===== src/rtl/noc_arb_pkg.sv =====
// noc_arb_pkg: shared types and constants for the NOC output-port arbiter.
//   arb_state_t    - arbiter state (idle / locked to one wormhole packet)
//   PORT_N..PORT_L - router direction indices, NUM_DIRS directions in total
//   onehot_to_idx  - binary encode of a one-hot vector of up to 16 bits
package noc_arb_pkg;

    typedef enum logic {
        ARB_IDLE   = 1'b0,
        ARB_LOCKED = 1'b1
    } arb_state_t;

    localparam int unsigned PORT_N   = 0;
    localparam int unsigned PORT_S   = 1;
    localparam int unsigned PORT_W   = 2;
    localparam int unsigned PORT_E   = 3;
    localparam int unsigned PORT_L   = 4;
    localparam int unsigned NUM_DIRS = 5;

    // OR of the indices of all set bits; exact for a one-hot or zero input.
    function automatic logic [3:0] onehot_to_idx(input logic [15:0] onehot);
        logic [3:0] idx;
        idx = '0;
        for (int i = 0; i < 16; i++) begin
            if (onehot[i]) idx |= 4'(i);
        end
        return idx;
    endfunction

endpackage


===== src/rtl/rr_ptr_pick.sv =====
// rr_ptr_pick: combinational rotating-priority pick.
//   req  in  NUM_PORTS  request vector
//   ptr  in  IDX_W      highest-priority port this cycle
//   gnt  out NUM_PORTS  one-hot winner (zero when no request)
//   idx  out IDX_W      binary winner index (zero when no request)
//   any  out 1          at least one request is set
// Implemented as a double-width masked priority encoder: the request vector is
// duplicated, bits below ptr are masked off, and the lowest set bit wins.
module rr_ptr_pick
    import noc_arb_pkg::*;
#(
    parameter int unsigned NUM_PORTS = NUM_DIRS,
    parameter int unsigned IDX_W     = $clog2(NUM_PORTS)
) (
    input  logic [NUM_PORTS-1:0] req,
    input  logic [IDX_W-1:0]     ptr,
    output logic [NUM_PORTS-1:0] gnt,
    output logic [IDX_W-1:0]     idx,
    output logic                 any
);

    localparam int unsigned DW = 2 * NUM_PORTS;

    logic [DW-1:0] req_dbl;
    logic [DW-1:0] masked;
    logic          found;

    always_comb begin
        req_dbl = {req, req};
        // The upper copy supplies the wrapped-around ports ptr-1 .. 0.
        masked  = req_dbl & ({DW{1'b1}} << ptr);
        found   = 1'b0;
        idx     = '0;
        for (int i = 0; i < int'(DW); i++) begin
            if (!found && masked[i]) begin
                found = 1'b1;
                if (i >= int'(NUM_PORTS)) idx = IDX_W'(i - int'(NUM_PORTS));
                else                      idx = IDX_W'(i);
            end
        end
        any = |req;
        for (int k = 0; k < int'(NUM_PORTS); k++) begin
            gnt[k] = any && (idx == IDX_W'(k));
        end
    end

endmodule


===== src/rtl/noc_rr_arbiter.sv =====
// noc_rr_arbiter: round-robin output-port arbiter with wormhole packet locking.
//   clk, rst_n   clock, asynchronous active-low reset
//   req_i        per-port request, held for the whole packet
//   tail_i       per-port tail-flit flag
//   ready_i      downstream accepts the granted flit
//   flush_i      synchronous abort of any lock
//   gnt_o        one-hot grant (crossbar select)
//   gnt_idx_o    binary grant index, 0 when nothing granted
//   gnt_valid_o  gnt_o is non-zero
//   locked_o     arbiter is locked to a packet owner
//   err_o        sticky protocol error (owner dropped req mid-packet)
// Optional: define NOC_RR_ARB_PERF_CNT_EN to add gnt_cnt_o, one saturating
// CNT_W-bit accepted-beat counter per port.
module noc_rr_arbiter
    import noc_arb_pkg::*;
#(
    parameter int unsigned NUM_PORTS = NUM_DIRS,
    parameter int unsigned IDX_W     = $clog2(NUM_PORTS)
`ifdef NOC_RR_ARB_PERF_CNT_EN
    ,
    parameter int unsigned CNT_W     = 16
`endif
) (
    input  logic                 clk,
    input  logic                 rst_n,
    input  logic [NUM_PORTS-1:0] req_i,
    input  logic [NUM_PORTS-1:0] tail_i,
    input  logic                 ready_i,
    input  logic                 flush_i,
    output logic [NUM_PORTS-1:0] gnt_o,
    output logic [IDX_W-1:0]     gnt_idx_o,
    output logic                 gnt_valid_o,
    output logic                 locked_o,
    output logic                 err_o
`ifdef NOC_RR_ARB_PERF_CNT_EN
    ,
    output logic [NUM_PORTS*CNT_W-1:0] gnt_cnt_o
`endif
);

    arb_state_t           state_q, state_d;
    logic [IDX_W-1:0]     ptr_q, ptr_d;
    logic [IDX_W-1:0]     owner_q, owner_d;
    logic                 err_q, err_d;

    logic [NUM_PORTS-1:0] pick_gnt;
    logic [IDX_W-1:0]     pick_idx;
    logic                 pick_any;
    logic                 accept;

    function automatic logic [IDX_W-1:0] next_ptr(input logic [IDX_W-1:0] i);
        return (i == IDX_W'(NUM_PORTS - 1)) ? '0 : i + 1'b1;
    endfunction

    rr_ptr_pick #(
        .NUM_PORTS (NUM_PORTS),
        .IDX_W     (IDX_W)
    ) u_pick (
        .req (req_i),
        .ptr (ptr_q),
        .gnt (pick_gnt),
        .idx (pick_idx),
        .any (pick_any)
    );

    // Grant outputs. Nothing is granted while reset is held, even though the
    // pick itself is combinational from req_i.
    always_comb begin
        gnt_o = '0;
        case (state_q)
            ARB_IDLE:   gnt_o = pick_gnt;
            ARB_LOCKED: gnt_o[owner_q] = req_i[owner_q];
        endcase
        gnt_o       = gnt_o & {NUM_PORTS{rst_n}};
        gnt_idx_o   = IDX_W'(onehot_to_idx(16'(gnt_o)));
        gnt_valid_o = |gnt_o;
        locked_o    = (state_q == ARB_LOCKED);
        err_o       = err_q;
        accept      = gnt_valid_o && ready_i;
    end

    always_comb begin
        state_d = state_q;
        ptr_d   = ptr_q;
        owner_d = owner_q;
        err_d   = err_q;
        if (flush_i) begin
            state_d = ARB_IDLE;
        end else begin
            case (state_q)
                ARB_IDLE: begin
                    if (pick_any) begin
                        if (accept && tail_i[pick_idx]) begin
                            ptr_d = next_ptr(pick_idx);
                        end else begin
                            // Lock even when not accepted so a backpressured
                            // grant cannot move on the next cycle.
                            state_d = ARB_LOCKED;
                            owner_d = pick_idx;
                        end
                    end
                end
                ARB_LOCKED: begin
                    if (!req_i[owner_q]) begin
                        err_d   = 1'b1;
                        state_d = ARB_IDLE;
                        ptr_d   = next_ptr(owner_q);
                    end else if (ready_i && tail_i[owner_q]) begin
                        state_d = ARB_IDLE;
                        ptr_d   = next_ptr(owner_q);
                    end
                end
            endcase
        end
    end

    always_ff @(posedge clk or negedge rst_n) begin
        if (!rst_n) begin
            state_q <= ARB_IDLE;
            ptr_q   <= '0;
            owner_q <= '0;
            err_q   <= 1'b0;
        end else begin
            state_q <= state_d;
            ptr_q   <= ptr_d;
            owner_q <= owner_d;
            err_q   <= err_d;
        end
    end

`ifdef NOC_RR_ARB_PERF_CNT_EN
    for (genvar i = 0; i < int'(NUM_PORTS); i++) begin : g_cnt
        logic [CNT_W-1:0] cnt_q;
        always_ff @(posedge clk or negedge rst_n) begin
            if (!rst_n) begin
                cnt_q <= '0;
            end else if (accept && gnt_o[i] && (cnt_q != {CNT_W{1'b1}})) begin
                cnt_q <= cnt_q + 1'b1;
            end
        end
        assign gnt_cnt_o[i*CNT_W +: CNT_W] = cnt_q;
    end
`endif

endmodule


===== config.mk =====
export PLATFORM = sky130hd
export DESIGN_NAME = noc_rr_arbiter
export DESIGN_NICKNAME = d
export VERILOG_FILES = /design/src/rtl/noc_arb_pkg.sv /design/src/rtl/rr_ptr_pick.sv /design/src/rtl/noc_rr_arbiter.sv
export SDC_FILE = /design/constraint.sdc
export NUM_CORES = 1
export LEC_CHECK = 0
export ABC_CLOCK_PERIOD_IN_PS = 6800
export CORE_MARGIN = 8
export CORE_UTILIZATION = 55
export DETAILED_ROUTE_END_ITERATION = 10
export HOLD_SLACK_MARGIN = 0.15
export PLACE_DENSITY = 0.83
export REMOVE_ABC_BUFFERS = 1
export SLEW_MARGIN = 40
export SYNTH_ARGS = -nofsm -noshare
export SYNTH_HDL_FRONTEND = slang
export SYNTH_SLANG_ARGS = --single-unit

===== constraint.sdc =====
create_clock -name clk -period 6.8 [get_ports clk]
set_input_delay 2.04 -clock clk [delete_from_list [all_inputs] [get_ports clk]]
set_output_delay 2.04 -clock clk [all_outputs]
set_load 0.03 [all_outputs]

Word-level counts from Yosys, hierarchy flattened:

Cells that the tools add are included.

* logic and storage cells: 102
* input bits: 14
* bits in read-only memories: 0
* latch bits: 0
* bits in writable memories: 0
* memories kept: 0
* output and inout bits: 11
* register bits: 8

* divide/modulo/power cells: 0
* equality and inequality tests: 8
* multipliers: 0
* mux-type cells: 44
* add/sub/neg operators: 2
* bitwise logic cells: 7
* reduce and logical (&&, ||, !) cells: 33
* $lt $le $gt $ge: 3
* shift-type cells: 1

Operators with widths (count)
* $mux 3: 13
* $mux 1: 20
* $logic_and 1x1->1: 18
* $and 10x10->10: 1
* $and 5x5->5: 2
* $pmux 5 s2: 1
* $reduce_or 5->1: 2
* $shl 10x3->10 const A: 1
* $bmux 1 s3: 3
* $logic_not 1->1: 9
* $lt 3x4->1 const B: 2
* $mux 2: 4
* $reduce_and 4->1: 2
* $add 3x1->3 const B: 2
* $eq 3x2->1 const B: 2
* $eq 3x3->1 const B: 2
* $pmux 3 s2: 1
* $ne 2x2->1 const B: 2
* $not 1->1: 4
* $demux 1 s3: 1
* $eq 3x1->1 const B: 1
* $ge 3x1->1 const B: 1
* $logic_not 3->1: 1
* $ne 3x2->1 const B: 1
* other kinds (2): 2

Logic depth before layout (Yosys ltp):

* depth in word-level cells: 41
* mapped depth: 14
* depth with buffers taken out: 13

Hierarchy:

From an unflattened synthesis, not the netlist that was laid out.

* cell total of the unflattened synthesis: 135
* area total of the unflattened synthesis: 1074.8 µm²

By module, submodules not included
* noc_rr_arbiter: cells each 93, instances 1, seq. area each 200.2 µm², area each 793.3 µm²
* rr_ptr_pick: cells each 42, instances 1, seq. area each 0.0 µm², area each 281.5 µm²

Worst setup path before layout:

Ideal clock, no wire load.

* path kind: input-to-output
* start: input req_i[4]
* end: output gnt_idx_o[1]
* path buffers: 1
* arrival time: 4.318 ns
* cell stages on the path: 10
* slack: 0.442 ns
* data required time: 4.760 ns
* path through: buf_2 o2bb2ai_1 a211o_1 a31oi_2 nand2_1 inv_1 ha_1 nand3_1 a21boi_0 or2_2

* cells in the longest elaborated chain, start to end: 25
* elaborated cells between the ends (all ways): 36
* classes of those cells: 2 x eq/ne; 17 x mux; 3 x bitwise; 14 x reduce/logical

RTL lines
* start, declared: line noc_rr_arbiter.sv:26 `input logic [NUM_PORTS-1:0] req_i,`
* $and 10x10->10 (*): line rr_ptr_pick.sv:31 `masked = req_dbl & ({DW{1'b1}} << ptr);`
* $logic_and 1x1->1: line rr_ptr_pick.sv:35 `if (!found && masked[i]) begin`
* $mux 1: line rr_ptr_pick.sv:35
* $logic_not 1->1: line rr_ptr_pick.sv:35
* $logic_and 1x1->1: line rr_ptr_pick.sv:35
* $mux 1: line rr_ptr_pick.sv:35
* $logic_not 1->1: line rr_ptr_pick.sv:35
* $logic_and 1x1->1: line rr_ptr_pick.sv:35
* [... 10 more ...]
* via pick_idx[0]: line noc_rr_arbiter.sv:47 `logic [IDX_W-1:0] pick_idx;`
* $eq 3x2->1 (*): line rr_ptr_pick.sv:43 `gnt[k] = any && (idx == IDX_W'(k));`
* $logic_and 1x1->1 (*): line rr_ptr_pick.sv:43
* $pmux 5 s2 (*): line noc_rr_arbiter.sv:70 `case (state_q)`
* $and 5x5->5 (*): line noc_rr_arbiter.sv:74 `gnt_o = gnt_o & {NUM_PORTS{rst_n}};`
* via gnt_o[2]: line noc_rr_arbiter.sv:30 `output logic [NUM_PORTS-1:0] gnt_o,`
* $mux 2 (*) (2 in a row): line noc_arb_pkg.sv:24 `if (onehot[i]) idx |= 4'(i);`
* $mux 3 (*): line noc_arb_pkg.sv:24
* end, declared: line noc_rr_arbiter.sv:31 `output logic [IDX_W-1:0] gnt_idx_o,`

The timed path passes the listed nets; every way through them passes the cells marked *. The select of a mux whose other input is x is not followed.

Final worst setup path:

* start: input req_i[1]
* end: output gnt_o[1]

* cells in the longest elaborated chain, start to end: 31
* elaborated cells between the ends (all ways): 43
* classes of those cells: 1 x eq/ne; 20 x mux; 3 x bitwise; 19 x reduce/logical

RTL lines (line)
* $and 10x10->10 (*): rr_ptr_pick.sv:31
* $logic_and 1x1->1: rr_ptr_pick.sv:35
* $mux 1: rr_ptr_pick.sv:35
* $logic_not 1->1: rr_ptr_pick.sv:35
* $logic_and 1x1->1: rr_ptr_pick.sv:35
* $mux 1: rr_ptr_pick.sv:35
* $logic_not 1->1: rr_ptr_pick.sv:35
* $logic_and 1x1->1: rr_ptr_pick.sv:35
* [... 16 more ...]
* $logic_not 1->1: rr_ptr_pick.sv:35
* $logic_and 1x1->1: rr_ptr_pick.sv:35
* $mux 3 (*): rr_ptr_pick.sv:35
* via pick_idx[0]: noc_rr_arbiter.sv:47
* $eq 3x1->1 (*): rr_ptr_pick.sv:43
* $logic_and 1x1->1 (*): rr_ptr_pick.sv:43
* $pmux 5 s2 (*): noc_rr_arbiter.sv:70
* $and 5x5->5 (*): noc_rr_arbiter.sv:74
* end, declared: noc_rr_arbiter.sv:30

Marked as above.

==> impl_metrics.tcl <==
set metrics [dict create \
    status "finished clean" \
    vias_per_cell 6.26 \
    die_height_um 62.8 \
    instances_no_fill 207 \
    worstReg2RegStart "ptr_q[2]" \
    dieArea_sq_um 3940 \
    vias 1295 \
    clk_latency_ns 0.25 \
    finalWeightedCongestion 0.935 \
    clock_path_buffers 2 \
    final-max-slew-violation-count 0 \
    ff_latch_area_sq_um 200 \
    arrival_ns 4.52 \
    first_pass_iters 4 \
    final_area_sq_um 1500 \
    finalNetCount 202 \
    num-fill-cells 192 \
    netlist_top_cells_area "dfrtp_1 17%, ha_1 7.3%, nor2b_1 4.2%" \
    drive_gt1_share_pct 19.6 \
    min_from "err_o" \
    finalClockSkew_ns 0.00237 \
    cp-end-kind "output pin" \
    met2_usage_pct 28.1 \
    finalWirelength_um 3390 \
    post-place-ws_ns -0.00233 \
    dpl_cell_area_sq_um 1460 \
    track_usage_pct 16.9 \
    leakagePower_uw 0.000682 \
    syn-instance-count 155 \
    vdd_ir_drop_max_mv 0.229 \
    antenna_found_initial 0 \
    yosys_warnings 0 \
    dp_hpwl_um 2730 \
    core_area_sq_um 2150 \
    drc 0 \
    holdPathEnd "err_o" \
    cts.sinks 8 \
    use_met1_pct 21.7 \
    worst_pin_slew_ns 0.547 \
    worst-setup-path-type "input port to output pin" \
    reg2reg_depth 12 \
    r2r_slack_ns 3.53 \
    multiInputGateArea_sq_um 908 \
    hold_buffers 0 \
    htree_levels 1 \
    cp-start-kind "input port" \
    fmax_mhz 152 \
    synthFlopType "dfrtp_1" \
    start_util_pct 56.0 \
    met3_usage_pct 3.58 \
    hold_viol 0 \
    ioPinCount 25 \
    placedCellCount 204 \
    antennaDiodeCount 0 \
    grt_pass1_vias 1286 \
    drt_iter0_markers 57 \
    crit_fanout 5 \
    clk_pin_slew_ns 0.05 \
    synth.largest_area_cell "dfrtp_1" \
    ys_ff_latch 8 \
    period_share_pct 96.5 \
    synth_cell_type_count 54 \
    floorplan.rows 17 \
    die_x_um 62.8 \
    grt_overflow 0 \
    grt_pass1_wl_um 5800 \
    port_buffers 24 \
    async_flop_share_pct 100 \
    power_uw 564 \
    maxSlewHeadroom_pct 63.4 \
    cts_buffers 3 \
    hold_path_class "flop to flop" \
    top_usage_layer "met2" \
    areaGrowthSynthToFinish_pct 24.2 \
    detail-route-antenna-nets 0 \
    fin_crit_ns 6.56 \
    final_cell_mix "14 x clkdlybuf4s50_1, 14 x buf_4, 10 x nand2_1" \
    maxCapViolations 0 \
    avgSynthCellArea_sq_um 7.77 \
    cts_tree "done" \
    worst_ep_required_time_ns 4.76 \
    grt_max_degree 16 \
    seq_area_frac_synth_pct 16.6 \
    synth_edf_count 0 \
    p_per_area_nw_per_um2 377 \
    synth_top_area_share_pct 16.6 \
    rr_endpoint "owner_q[2]" \
    setup_viol 0 \
    syn-cell-area_sq_um 1200 \
    wl_per_cell_um 16.4 \
    clockRootBuffer "clkbuf_4" \
    whs_path_depth 1 \
    worst_slack_ns 0.240 \
    grt_setup_unrepaired "false" \
]
-- Yosys cell counts (2+ instances only) --
cell,count
nand2_1,10
o21bai_1,2
dfrtp_1,8
ha_1,7
nor2b_1,8
o21ai_0,7
inv_1,8
buf_4,4
a21o_1,2
nand2_2,2
nand2b_1,6
nand4_1,2
nand3_1,6
mux2_1,3
nor3b_1,2
o21ai_1,6
or2_2,2
a21oi_2,2
o31ai_1,2
a21oi_1,7
mux2i_1,3
buf_2,6
a21boi_0,2
nor4bb_1,2
and3_1,3
inv_2,2
and2_1,4
nor2_1,9
a211oi_1,3
-- cell type report --
type | count | share of cell area, %
multi-input cells | 126 | 60.8
repair buffers | 32 | 19.5
flip-flops and latches | 8 | 13.4
inverters | 10 | 2.51
well taps | 28 | 2.34
clock buffers | 3 | 1.51
-- critical path, cell delays in order --
cell,delay (ns)
clkdlybuf4s50_1,0.63
nand2b_1,0.11
a311oi_2,0.32
a31oi_2,0.09
nand2_1,0.16
ha_1,0.19
nand3_1,0.07
o21ai_0,0.08
and2_1,0.15
clkdlybuf4s50_1,0.67
-- power by group --
group	total [uW]	leakage, uW	switching (uW)	internal [uW]
clock network	35.7	0.0000138	15.5	20.2
registers	130	0.0000952	63.4	66.3
logic	399	0.000573	224	174
total	564	0.000682	303	261
-- per-stage QoR --
step,TNS (ns),utilization (%),hold slack (ns)
final,0,69.6,0.495
after global routing,0,69.6,0.496
after CTS,0,69.0,0.491
after detailed placement,-0.00233,68.0,0.474
after global placement,0,68.0,0.476
after floorplan,0,-,0.624
-- repair_timing --
action / 4_1_cts / 5_1_grt
pin swaps: 0 / 0
gates cloned: 0 / 0
hold endpoints to repair: 0 / 0
endpoints found under the setup margin: 2 / 2
resized for setup: 1 / 4
setup buffers: 0 / 0
-- state kept, by name, indices dropped and copies added, names as in the netlist --
signal	flops
locked_o	1
owner_q	3
ptr_q	3
err_o	1
-- layer usage --
metal,vias to the layer above,share of wire [%]
met5,-,0
met4,0,0.80
met3,4,6.9
met2,54,49
met1,621,43
li1,616,-
-- worst max-delay path by stage --
stage | start | endpoint | cells after the start
global placement | req_i[0] | gnt_idx_o[0] | 11
detailed placement | req_i[0] | gnt_idx_o[0] | 11
CTS | req_i[1] | gnt_idx_o[0] | 13
global route | req_i[3] | gnt_o[1] | 10
finish | req_i[1] | gnt_o[1] | 10
floorplan | req_i[4] | gnt_idx_o[1] | 9
-- cell families (layout without fill, tap and decap cells) --
group	after synthesis	after routing	share of synthesized area, %
flops	8	8	16.6
simple gates	62	62	30.0
compound gates	50	50	31.4
buf+inv	21	45	8.42
fa+ha+maj	7	7	7.28
mux	7	7	6.24
Power figures use the tool's default switching activity.
